--- src/rtl/matmul_sp_reader.sv ---
// rtl/matmul_sp_reader.sv - APB read master packing a scratchpad result matrix into data_sp
// Optional per-transfer read timeout: define SP_RD_TIMEOUT_EN.
module matmul_sp_reader #(
    parameter int BUS_WIDTH   = 16,
    parameter int MAX_DIM     = 4,
    parameter int ADDR_WIDTH  = 16,
    parameter int SP_NTARGETS = 4,
    parameter int RD_TIMEOUT  = 255
) (
    input  logic                                  clk_i,
    input  logic                                  rst_i,
    input  logic                                  start_i,
    input  logic [$clog2(SP_NTARGETS)-1:0]        sp_bank_i,
    input  logic [$clog2(MAX_DIM):0]              rows_i,
    input  logic [$clog2(MAX_DIM):0]              cols_i,
    output logic                                  psel_o,
    output logic                                  penable_o,
    output logic                                  pwrite_o,
    output logic [ADDR_WIDTH-1:0]                 paddr_o,
    input  logic [BUS_WIDTH-1:0]                  prdata_i,
    input  logic                                  pready_i,
    input  logic                                  pslverr_i,
    output logic [BUS_WIDTH*MAX_DIM*MAX_DIM-1:0]  data_sp_o,
    output logic                                  busy_o,
    output logic                                  done_o,
    output logic                                  err_o
);
    localparam int BANK_W   = $clog2(SP_NTARGETS);
    localparam int DIM_W    = $clog2(MAX_DIM) + 1;
    localparam int SLOT_W   = ADDR_WIDTH - 5;
    localparam int ROW_BITS = BUS_WIDTH * MAX_DIM;
    localparam logic [DIM_W-1:0] MAX_DIM_V = DIM_W'(MAX_DIM);

    typedef enum logic [1:0] {IDLE, SETUP, ACCESS, DONE} state_t;

    state_t                               state_q;
    logic [BANK_W-1:0]                    bank_q;
    logic [DIM_W-1:0]                     rows_q, cols_q, i_q, j_q;
    logic [ADDR_WIDTH-1:0]                paddr_q;
    logic [BUS_WIDTH*MAX_DIM*MAX_DIM-1:0] data_q;
    logic                                 psel_q, penable_q, busy_q, done_q, err_q;

    logic [DIM_W-1:0]                     rows_d, cols_d, i_d, j_d;
    logic                                 last_d;

`ifdef SP_RD_TIMEOUT_EN
    localparam int WAIT_W = $clog2(RD_TIMEOUT + 1);
    logic [WAIT_W-1:0] wait_q;
`endif

    // Scratchpad word address of element (i,j) in bank b, tagged with the SP region code.
    function automatic logic [ADDR_WIDTH-1:0] sp_addr(input logic [BANK_W-1:0] b,
                                                      input logic [DIM_W-1:0] i,
                                                      input logic [DIM_W-1:0] j);
        int slot;
        slot = int'(b) * MAX_DIM * MAX_DIM + int'(i) * MAX_DIM + int'(j);
        return {SLOT_W'(slot), 5'b10000};
    endfunction

    always_comb begin
        rows_d = (rows_i > MAX_DIM_V) ? MAX_DIM_V : rows_i;
        cols_d = (cols_i > MAX_DIM_V) ? MAX_DIM_V : cols_i;
        last_d = (i_q == rows_q - 1'b1) && (j_q == cols_q - 1'b1);
        if (j_q == cols_q - 1'b1) begin
            j_d = '0;
            i_d = i_q + 1'b1;
        end else begin
            j_d = j_q + 1'b1;
            i_d = i_q;
        end
    end

    always_ff @(posedge clk_i) begin
        if (rst_i) begin
            state_q   <= IDLE;
            bank_q    <= '0;
            rows_q    <= '0;
            cols_q    <= '0;
            i_q       <= '0;
            j_q       <= '0;
            paddr_q   <= '0;
            data_q    <= '0;
            psel_q    <= 1'b0;
            penable_q <= 1'b0;
            busy_q    <= 1'b0;
            done_q    <= 1'b0;
            err_q     <= 1'b0;
`ifdef SP_RD_TIMEOUT_EN
            wait_q    <= '0;
`endif
        end else begin
            case (state_q)
                IDLE, DONE: begin
                    if (start_i) begin
                        bank_q  <= sp_bank_i;
                        rows_q  <= rows_d;
                        cols_q  <= cols_d;
                        i_q     <= '0;
                        j_q     <= '0;
                        data_q  <= '0;
                        err_q   <= 1'b0;
                        paddr_q <= sp_addr(sp_bank_i, '0, '0);
                        if (rows_d == '0 || cols_d == '0) begin
                            state_q <= DONE;
                            done_q  <= 1'b1;
                        end else begin
                            state_q   <= SETUP;
                            done_q    <= 1'b0;
                            busy_q    <= 1'b1;
                            psel_q    <= 1'b1;
                            penable_q <= 1'b0;
                        end
                    end
                end
                SETUP: begin
                    state_q   <= ACCESS;
                    penable_q <= 1'b1;
`ifdef SP_RD_TIMEOUT_EN
                    wait_q    <= '0;
`endif
                end
                ACCESS: begin
                    if (pready_i) begin
                        // Data is kept even when the slave flags an error.
                        data_q[int'(i_q)*ROW_BITS + int'(j_q)*BUS_WIDTH +: BUS_WIDTH] <= prdata_i;
                        err_q     <= err_q | pslverr_i;
                        i_q       <= i_d;
                        j_q       <= j_d;
                        penable_q <= 1'b0;
                        if (last_d) begin
                            state_q <= DONE;
                            psel_q  <= 1'b0;
                            busy_q  <= 1'b0;
                            done_q  <= 1'b1;
                        end else begin
                            state_q <= SETUP;
                            paddr_q <= sp_addr(bank_q, i_d, j_d);
                        end
                    end
`ifdef SP_RD_TIMEOUT_EN
                    else if (wait_q == WAIT_W'(RD_TIMEOUT)) begin
                        err_q     <= 1'b1;
                        state_q   <= DONE;
                        psel_q    <= 1'b0;
                        penable_q <= 1'b0;
                        busy_q    <= 1'b0;
                        done_q    <= 1'b1;
                    end else begin
                        wait_q <= wait_q + 1'b1;
                    end
`endif
                end
                default: state_q <= IDLE;
            endcase
        end
    end

    assign psel_o    = psel_q;
    assign penable_o = penable_q;
    assign pwrite_o  = 1'b0;
    assign paddr_o   = paddr_q;
    assign data_sp_o = data_q;
    assign busy_o    = busy_q;
    assign done_o    = done_q;
    assign err_o     = err_q;
endmodule

--- config.mk ---
export PLATFORM = sky130hd
export DESIGN_NAME = matmul_sp_reader
export DESIGN_NICKNAME = d
export VERILOG_FILES = /design/src/rtl/matmul_sp_reader.sv
export SDC_FILE = /design/constraint.sdc
export NUM_CORES = 1
export LEC_CHECK = 0
export CORE_MARGIN = 5
export CORE_UTILIZATION = 48
export CTS_CLUSTER_DIAMETER = 150
export DETAILED_ROUTE_END_ITERATION = 6
export HOLD_SLACK_MARGIN = 0.12
export PLACE_DENSITY = 0.8
export RECOVER_POWER = 25
export SYNTH_ARGS = -nofsm -noshare
export SYNTH_HDL_FRONTEND = slang
export SYNTH_SLANG_ARGS = --single-unit
--- constraint.sdc ---
create_clock -name clk_i -period 4.93 [get_ports clk_i]
set_input_delay 0.493 -clock clk_i [delete_from_list [all_inputs] [get_ports clk_i]]
set_output_delay 0.493 -clock clk_i [all_outputs]
set_load 0.02 [all_outputs]
==> results by group, run 1 <==
Status
  – Status: complete, no violations

Finish
  – Antenna Cells: 0
  – Multi-input logic area: 0.00507 mm²
  – Layout cells sized above 1: 0.0594
  – Filler Cells Inserted: 1,852
  – Most common cell after layout, fill and taps aside: dfxtp_1
  – P&R area growth vs syn: 36.4%
  – Register area: around 0.0057 mm²
  – Most frequent cells in the layout: 284 x dfxtp_1, 167 x clkdlybuf4s50_1, 160 x o211ai_1
  – Nets: 1,475

Critical path
  – Worst Setup End Kind: flop
  – Reg2Reg Depth: 11
  – CP Data Arrival Time: 4790 ps
  – R2r endpoint: data_sp_o[232]
  – R2r setup slk: 530 ps
  – CP Launch Type: flop
  – Worst r2r src: j_q[0]
  – CP max FO: 18
  – CP Data Required Time: 5320 ps
  – Critical path class: flop to flop

Clock tree
  – Worst skew pair latency: 550 ps
  – Root buf cell: clkbuf_16
  – H-tree lvl count: 1
  – Setup bufs post-CTS: 0
  – Worst-path clk slew: 60 ps
  – Hold buffers post-CTS: 0
  – Clock sinks: 284
  – Num CTS Buffers: 29
  – CTS max path bufs: 3
  – CTS tree: done
  – Resized Gates After CTS: 0

Synth
  – Yosys top cell area share: 0.505
  – Netlist cell types: 60
  – Syn Inst Count: 1,192
  – Post-synth top flop: dfxtp_1
  – EDFF count, synth: 0
  – Avg Cell Area, Syn: between 9 and 10 µm²
  – Ys Warns: 0
  – Top cell type by total area after synthesis: dfxtp_1
  – Post-synth ARST share: 0
  – Top area cells in the synthesized netlist: dfxtp_1 51%, o211ai_1 11%, mux2i_1 7.3%, o21ai_0 6.6%, nand2_1 5.1%
  – Mapped Area: between 0.01 and 0.015 mm²
  – Synth Register Bits: 284
  – Sequential fraction of the synthesis area: 0.505

Worst hold path
  – Hold path endpoint: data_sp_o[210]
  – Hold_sp: data_sp_o[210]
  – Worst min path class: flop to flop
  – Hold Crit Depth: 2

Place
  – Post-place setup slack: just over 600 ps
  – DP HPWL: roughly 26,000 µm
  – PortBufs: approximately 300
  – GPL Wtd Cong: 0.846

Power and ir drop
  – Sequential power share: 0.401
  – Total Power: 5.98 mW
  – Clock share of power: 0.392
  – Switching power: ~1.8 mW
  – Combinational power share: 0.207
  – Sw Ratio: 0.309
  – Int Pwr: 4.13 mW
  – Maximum VDD drop: 0.464 mV
  – PD cells: between 300 and 400 mW/mm²
  – P_leak: approximately 6 nW

GRT
  – Remaining global-route overflow: 0
  – Initial antenna violation count: 0
  – Vias in the first global route: 9,778
  – Largest net degree at the start of global routing: 242
  – GRT Total Usage: 0.273
  – Global-route wire length before repair: 57,600 µm

Timing
  – Fin crit share: 0.893
  – Max Slew Vio Count: 0
  – Setup ws final: 528 ps
  – Setup violators final: 0
  – Max_slew headroom: 0.230
  – Peak Freq: between 200 and 250 MHz
  – Skew final: 11.6 ps
  – Final Hold Vio Count: 0
  – Setup TNS: 0 ps
  – Post-layout min period: between 4000 and 5000 ps
  – Slew @ Worst Pin: 1160 ps
  – Unrepaired setup endpoints after global routing: no

Die
  – Initial Util: 0.484
  – Core Rows: 56
  – Die height: 163 µm
  – IO Count: between 300 and 400
  – Die area: 0.0266 mm²
  – Chip width: 163 µm
  – Core Area: approximately 0.023 mm²

Run
  – Total of max-cap violations: 0

Routing
  – Via count: a little over 10,000
  – TritonRoute pass-1 iters: 5
  – ANT nets after route: 0
  – Drt wl/cell: roughly 22 µm
  – DR iter-0 viols: about 860
  – Total wire length: 38,100 µm
  – Vias per cell: 5.81
  – Residual DRC count: 0
through the flow:
step                instance area, µm²  instances  utilization  hold WS, ps
finish                           15300       1768        0.660          457
CTS                              15300       1768        0.660          460
global placement                 14300       1715        0.616          442
global route                     15300       1768        0.660          474
floorplan                        11300       1200            -          441
detailed placement               14300       1715        0.616          448
power by group through the flow:
stage	Combinational (mW)	Sequential, mW	Clock [mW]
3_5_place_dp	1.22	2.45	0
2_1_floorplan	0.838	2.48	0
3_3_place_gp	1.20	2.45	0
6_report	1.23	2.40	2.34
4_1_cts	1.22	2.40	2.36
5_1_grt	1.32	2.41	2.47
worst max-delay path by stage:
stage / startpoint / endpoint / slack (ps) / depth (start not counted)
6_report: j_q[0] / data_sp_o[232] / 530 / 11
3_3_place_gp: j_q[0] / data_sp_o[231] / 800 / 11
2_1_floorplan: i_q[0] / data_sp_o[10] / 1370 / 11
3_5_place_dp: j_q[0] / data_sp_o[230] / 610 / 11
5_1_grt: j_q[0] / data_sp_o[225] / 230 / 11
4_1_cts: j_q[0] / data_sp_o[232] / 580 / 11
critical path, stage by stage, from the launching register on:
cell and delay (ps):
dfxtp_1 590, inv_1 170, ha_1 450, nand2b_4 130, a21oi_4 70, o31a_1 380, ha_1 240, a41o_1 270
nor3_4 420, nand3_2 420, or3_1 840, mux2i_1 240
registers in the layout, summed over array words and instances (netlist names):
name and count:
j_q 3, i_q 3, cols_q 3, busy_o 1
err_o 1, bank_q 2, data_sp_o 256, state_q 2
rows_q 3, done_o 1, penable_o 1, paddr_o 8
cells in the mapped netlist (2+ instances only):
| library cell | n |
|---|---|
| dfxtp_1 | 284 |
| o211ai_1 | 160 |
| nand2_1 | 153 |
| o21ai_0 | 148 |
| clkbuf_1 | 89 |
| mux2i_1 | 82 |
| nor2_1 | 29 |
| a21oi_1 | 27 |
| ha_1 | 19 |
| inv_1 | 18 |
| nand3_1 | 17 |
| o21ai_1 | 15 |
| o2bb2ai_1 | 15 |
| xnor2_1 | 12 |
| buf_4 | 10 |
| buf_2 | 8 |
| nor3_1 | 7 |
| buf_1 | 6 |
| or2_1 | 6 |
| nand2b_1 | 5 |
| nand4_1 | 5 |
| nor3b_1 | 5 |
| or3_1 | 5 |
| and2_1 | 4 |
| nor4_1 | 4 |
| o31ai_1 | 4 |
| or2_0 | 4 |
| a32o_1 | 3 |
| buf_6 | 3 |
| nor2b_1 | 3 |
| xor2_1 | 3 |
| a211oi_1 | 2 |
| a21o_1 | 2 |
| a22o_1 | 2 |
| and3_1 | 2 |
| and4b_1 | 2 |
| nand3_2 | 2 |
| nand3b_1 | 2 |
| o2111ai_1 | 2 |
| o31a_1 | 2 |
| or2_2 | 2 |
metal layers:
layer	up-vias	routed length, µm	global-route usage
li1	4748	-	-
met1	4944	16200	0.377
met2	495	17200	0.423
met3	85	3470	0.0684
met4	0	1190	0.0823
met5	-	0	0
layout make-up:
type                       instances  share of cell area
clock buffer                      37              0.0538
clock inverter                    16              0.0133
inverter                          18             0.00440
multi-input combinational        782               0.330
sequential                       284               0.370
tap                              319              0.0260
timing repair buffer             312               0.202
logic make-up after synthesis:
kind of cell    count (synthesis)  synth area share
buf+inv                       134            0.0509
fa+ha+maj                      19            0.0211
other cells                     1          0.000333
simple gates                  264             0.109
flops                         284             0.505
xor+xnor                       17            0.0151
compound gates                390             0.224
mux                            83            0.0739
(Power assumes the default switching activity.)
==> run 2: changes to the inputs <==
--- a/config.mk
+++ b/config.mk
@@ -5,9 +5,8 @@
 export SDC_FILE = /design/constraint.sdc
 export NUM_CORES = 1
 export LEC_CHECK = 0
-export CORE_MARGIN = 5
 export CORE_UTILIZATION = 48
-export CTS_CLUSTER_DIAMETER = 150
+export CTS_CLUSTER_DIAMETER = 40
 export DETAILED_ROUTE_END_ITERATION = 6
 export HOLD_SLACK_MARGIN = 0.12
 export PLACE_DENSITY = 0.8
==> run 2 against run 1 <==
  * Critical path depth unchanged
  * Via count up 0.50%
  * Cell count up 0.34%
  * Clock skew up 3.1 ps
  * Utilization up 2.1 points
  * Clock power up 13%
  * Largest cell class unchanged
  * Sequential cell count unchanged
  * Count of clock-buffer cells in the layout up 9
  * Critical endpoint is now data_sp_o[224]
  * Power up 4.6%
  * Highest routed layer unchanged
  * Routed wire length down 3.4%
==> results by group, run 2 (synthesis results as in run 1) <==
Clock tree
  – Resized Gates After CTS: 0
  – Root buf cell: clkbuf_16
  – Num CTS Buffers: 35
  – CTS tree: done
  – H-tree lvl count: 2
  – Worst skew pair latency: 510 ps
  – Worst-path clk slew: 60 ps
  – Clock sinks: 284
  – Setup bufs post-CTS: 0
  – Hold buffers post-CTS: 0
  – CTS max path bufs: 3

Timing
  – Fin crit share: 0.883
  – Peak Freq: 230 MHz
  – Final Hold Vio Count: 0
  – Skew final: around 15 ps
  – Unrepaired setup endpoints after global routing: no
  – Max_slew headroom: 0.233
  – Setup TNS: 0 ps
  – Post-layout min period: 4350 ps
  – Max Slew Vio Count: 0
  – Slew @ Worst Pin: 1150 ps
  – Setup ws final: 577 ps
  – Setup violators final: 0

Die
  – Initial Util: 0.493
  – Die area: approximately 0.024 mm²
  – Core Area: 0.0228 mm²
  – Chip width: around 160 µm
  – Die height: 155 µm
  – IO Count: 307
  – Core Rows: between 50 and 60

Place
  – GPL Wtd Cong: 0.895
  – DP HPWL: between 20,000 and 30,000 µm
  – Post-place setup slack: 676 ps
  – PortBufs: 297

Power and ir drop
  – Maximum VDD drop: between 0.4 and 0.5 mV
  – Total Power: ~6.3 mW
  – PD cells: approximately 400 mW/mm²
  – P_leak: a little over 6 nW
  – Sw Ratio: 0.301
  – Sequential power share: 0.384
  – Switching power: ~1.9 mW
  – Int Pwr: 4.37 mW
  – Combinational power share: 0.194
  – Clock share of power: 0.422

Routing
  – DR iter-0 viols: 828
  – ANT nets after route: 0
  – Total wire length: 36,800 µm
  – TritonRoute pass-1 iters: 6
  – Drt wl/cell: 20.7 µm
  – Vias per cell: 5.82
  – Via count: 10,300
  – Residual DRC count: 0

Critical path
  – CP top delay family: simple AND/OR/NAND/NOR gates
  – Critical Path Max Stage Delay: 820 ps
  – CP max FO: 18
  – CP Data Required Time: 5350 ps
  – CP Buf/Inv Count: 1
  – CP max-delay cell: or3_1
  – Critical path class: flop to flop
  – Most used cell, CP: ha_1
  – CP Cell Sequence: inv_1 > ha_1 > nand2b_4 > a21oi_4 > o31a_1 > ha_1 > a41o_1 > nor3_4 > nand3_2 > or3_1 > mux2i_1
  – CP Data Arrival Time: 4770 ps
  – Worst Setup End Kind: flop
  – CP Launch Type: flop

GRT
  – GRT Total Usage: 0.302
  – Largest net degree at the start of global routing: 242
  – Vias in the first global route: just under 10,000
  – Global-route wire length before repair: 56,400 µm
  – Initial antenna violation count: 0
  – Remaining global-route overflow: 0

Finish
  – Antenna Cells: 0
  – Most common cell after layout, fill and taps aside: dfxtp_1
  – Nets: 1,483
  – P&R area growth vs syn: 38.2%
  – Final core utilization: 0.681
  – Layout cells sized above 1: 0.0657
  – Most frequent cells in the layout: 284 x dfxtp_1, 169 x clkdlybuf4s50_1, 160 x o211ai_1
  – Max FFs per register: 256

Status
  – Status: complete, no violations

Worst hold path
  – Worst min path class: flop to flop

Run
  – Total of max-cap violations: 0
## run 2: through the flow
step           hold slack (ps)  std cells  area (µm²)
6_report                   453       1774       15500
5_1_grt                    478       1774       15500
4_1_cts                    455       1774       15500
3_5_place_dp               445       1711       14300
3_3_place_gp               443       1711       14300
2_1_floorplan              441       1200       11300
## run 2: layout make-up
| class | count | area (µm²) |
|---|---|---|
| timing repair buffer | 314 | 3110 |
| tap | 313 | 392 |
| clock buffer | 46 | 1010 |
| fill | 1814 | 7300 |
| multi-input combinational | 782 | 5070 |
| clock inverter | 17 | 214 |
| sequential | 284 | 5690 |
| inverter | 18 | 67.6 |
## run 2: power groups by stage
stage          logic, mW  clock network [mW]  registers [mW]
4_1_cts             1.20                2.67            2.40
2_1_floorplan      0.838                   0            2.48
3_3_place_gp        1.19                   0            2.45
6_report            1.21                2.64            2.40
3_5_place_dp        1.20                   0            2.45
5_1_grt             1.31                2.77            2.41
## run 2: worst register-to-register path: cells and delay by family, from the launching register on
family | cells | cell delay, ps
simple gates | 4 | 1750
compound gates | 3 | 730
fa+ha+maj | 2 | 700
flops | 1 | 560
mux | 1 | 340
buf+inv | 1 | 170
## run 2: final timing paths
kind,depth (start not counted),start,to,slack [ps]
worst max register to register,11,j_q[0],data_sp_o[224],580
worst min register to register,2,data_sp_o[8],data_sp_o[8],450
worst max-delay path,11,j_q[0],data_sp_o[224],580
worst min-delay path,2,data_sp_o[8],data_sp_o[8],450
## run 2: routing by layer
metal,wire length [µm],global-route usage,vias to the layer above
met1,15100,0.394,4942
met2,16700,0.468,519
met3,3390,0.0708,93
li1,-,-,4769
met5,0,0,-
met4,1550,0.151,0
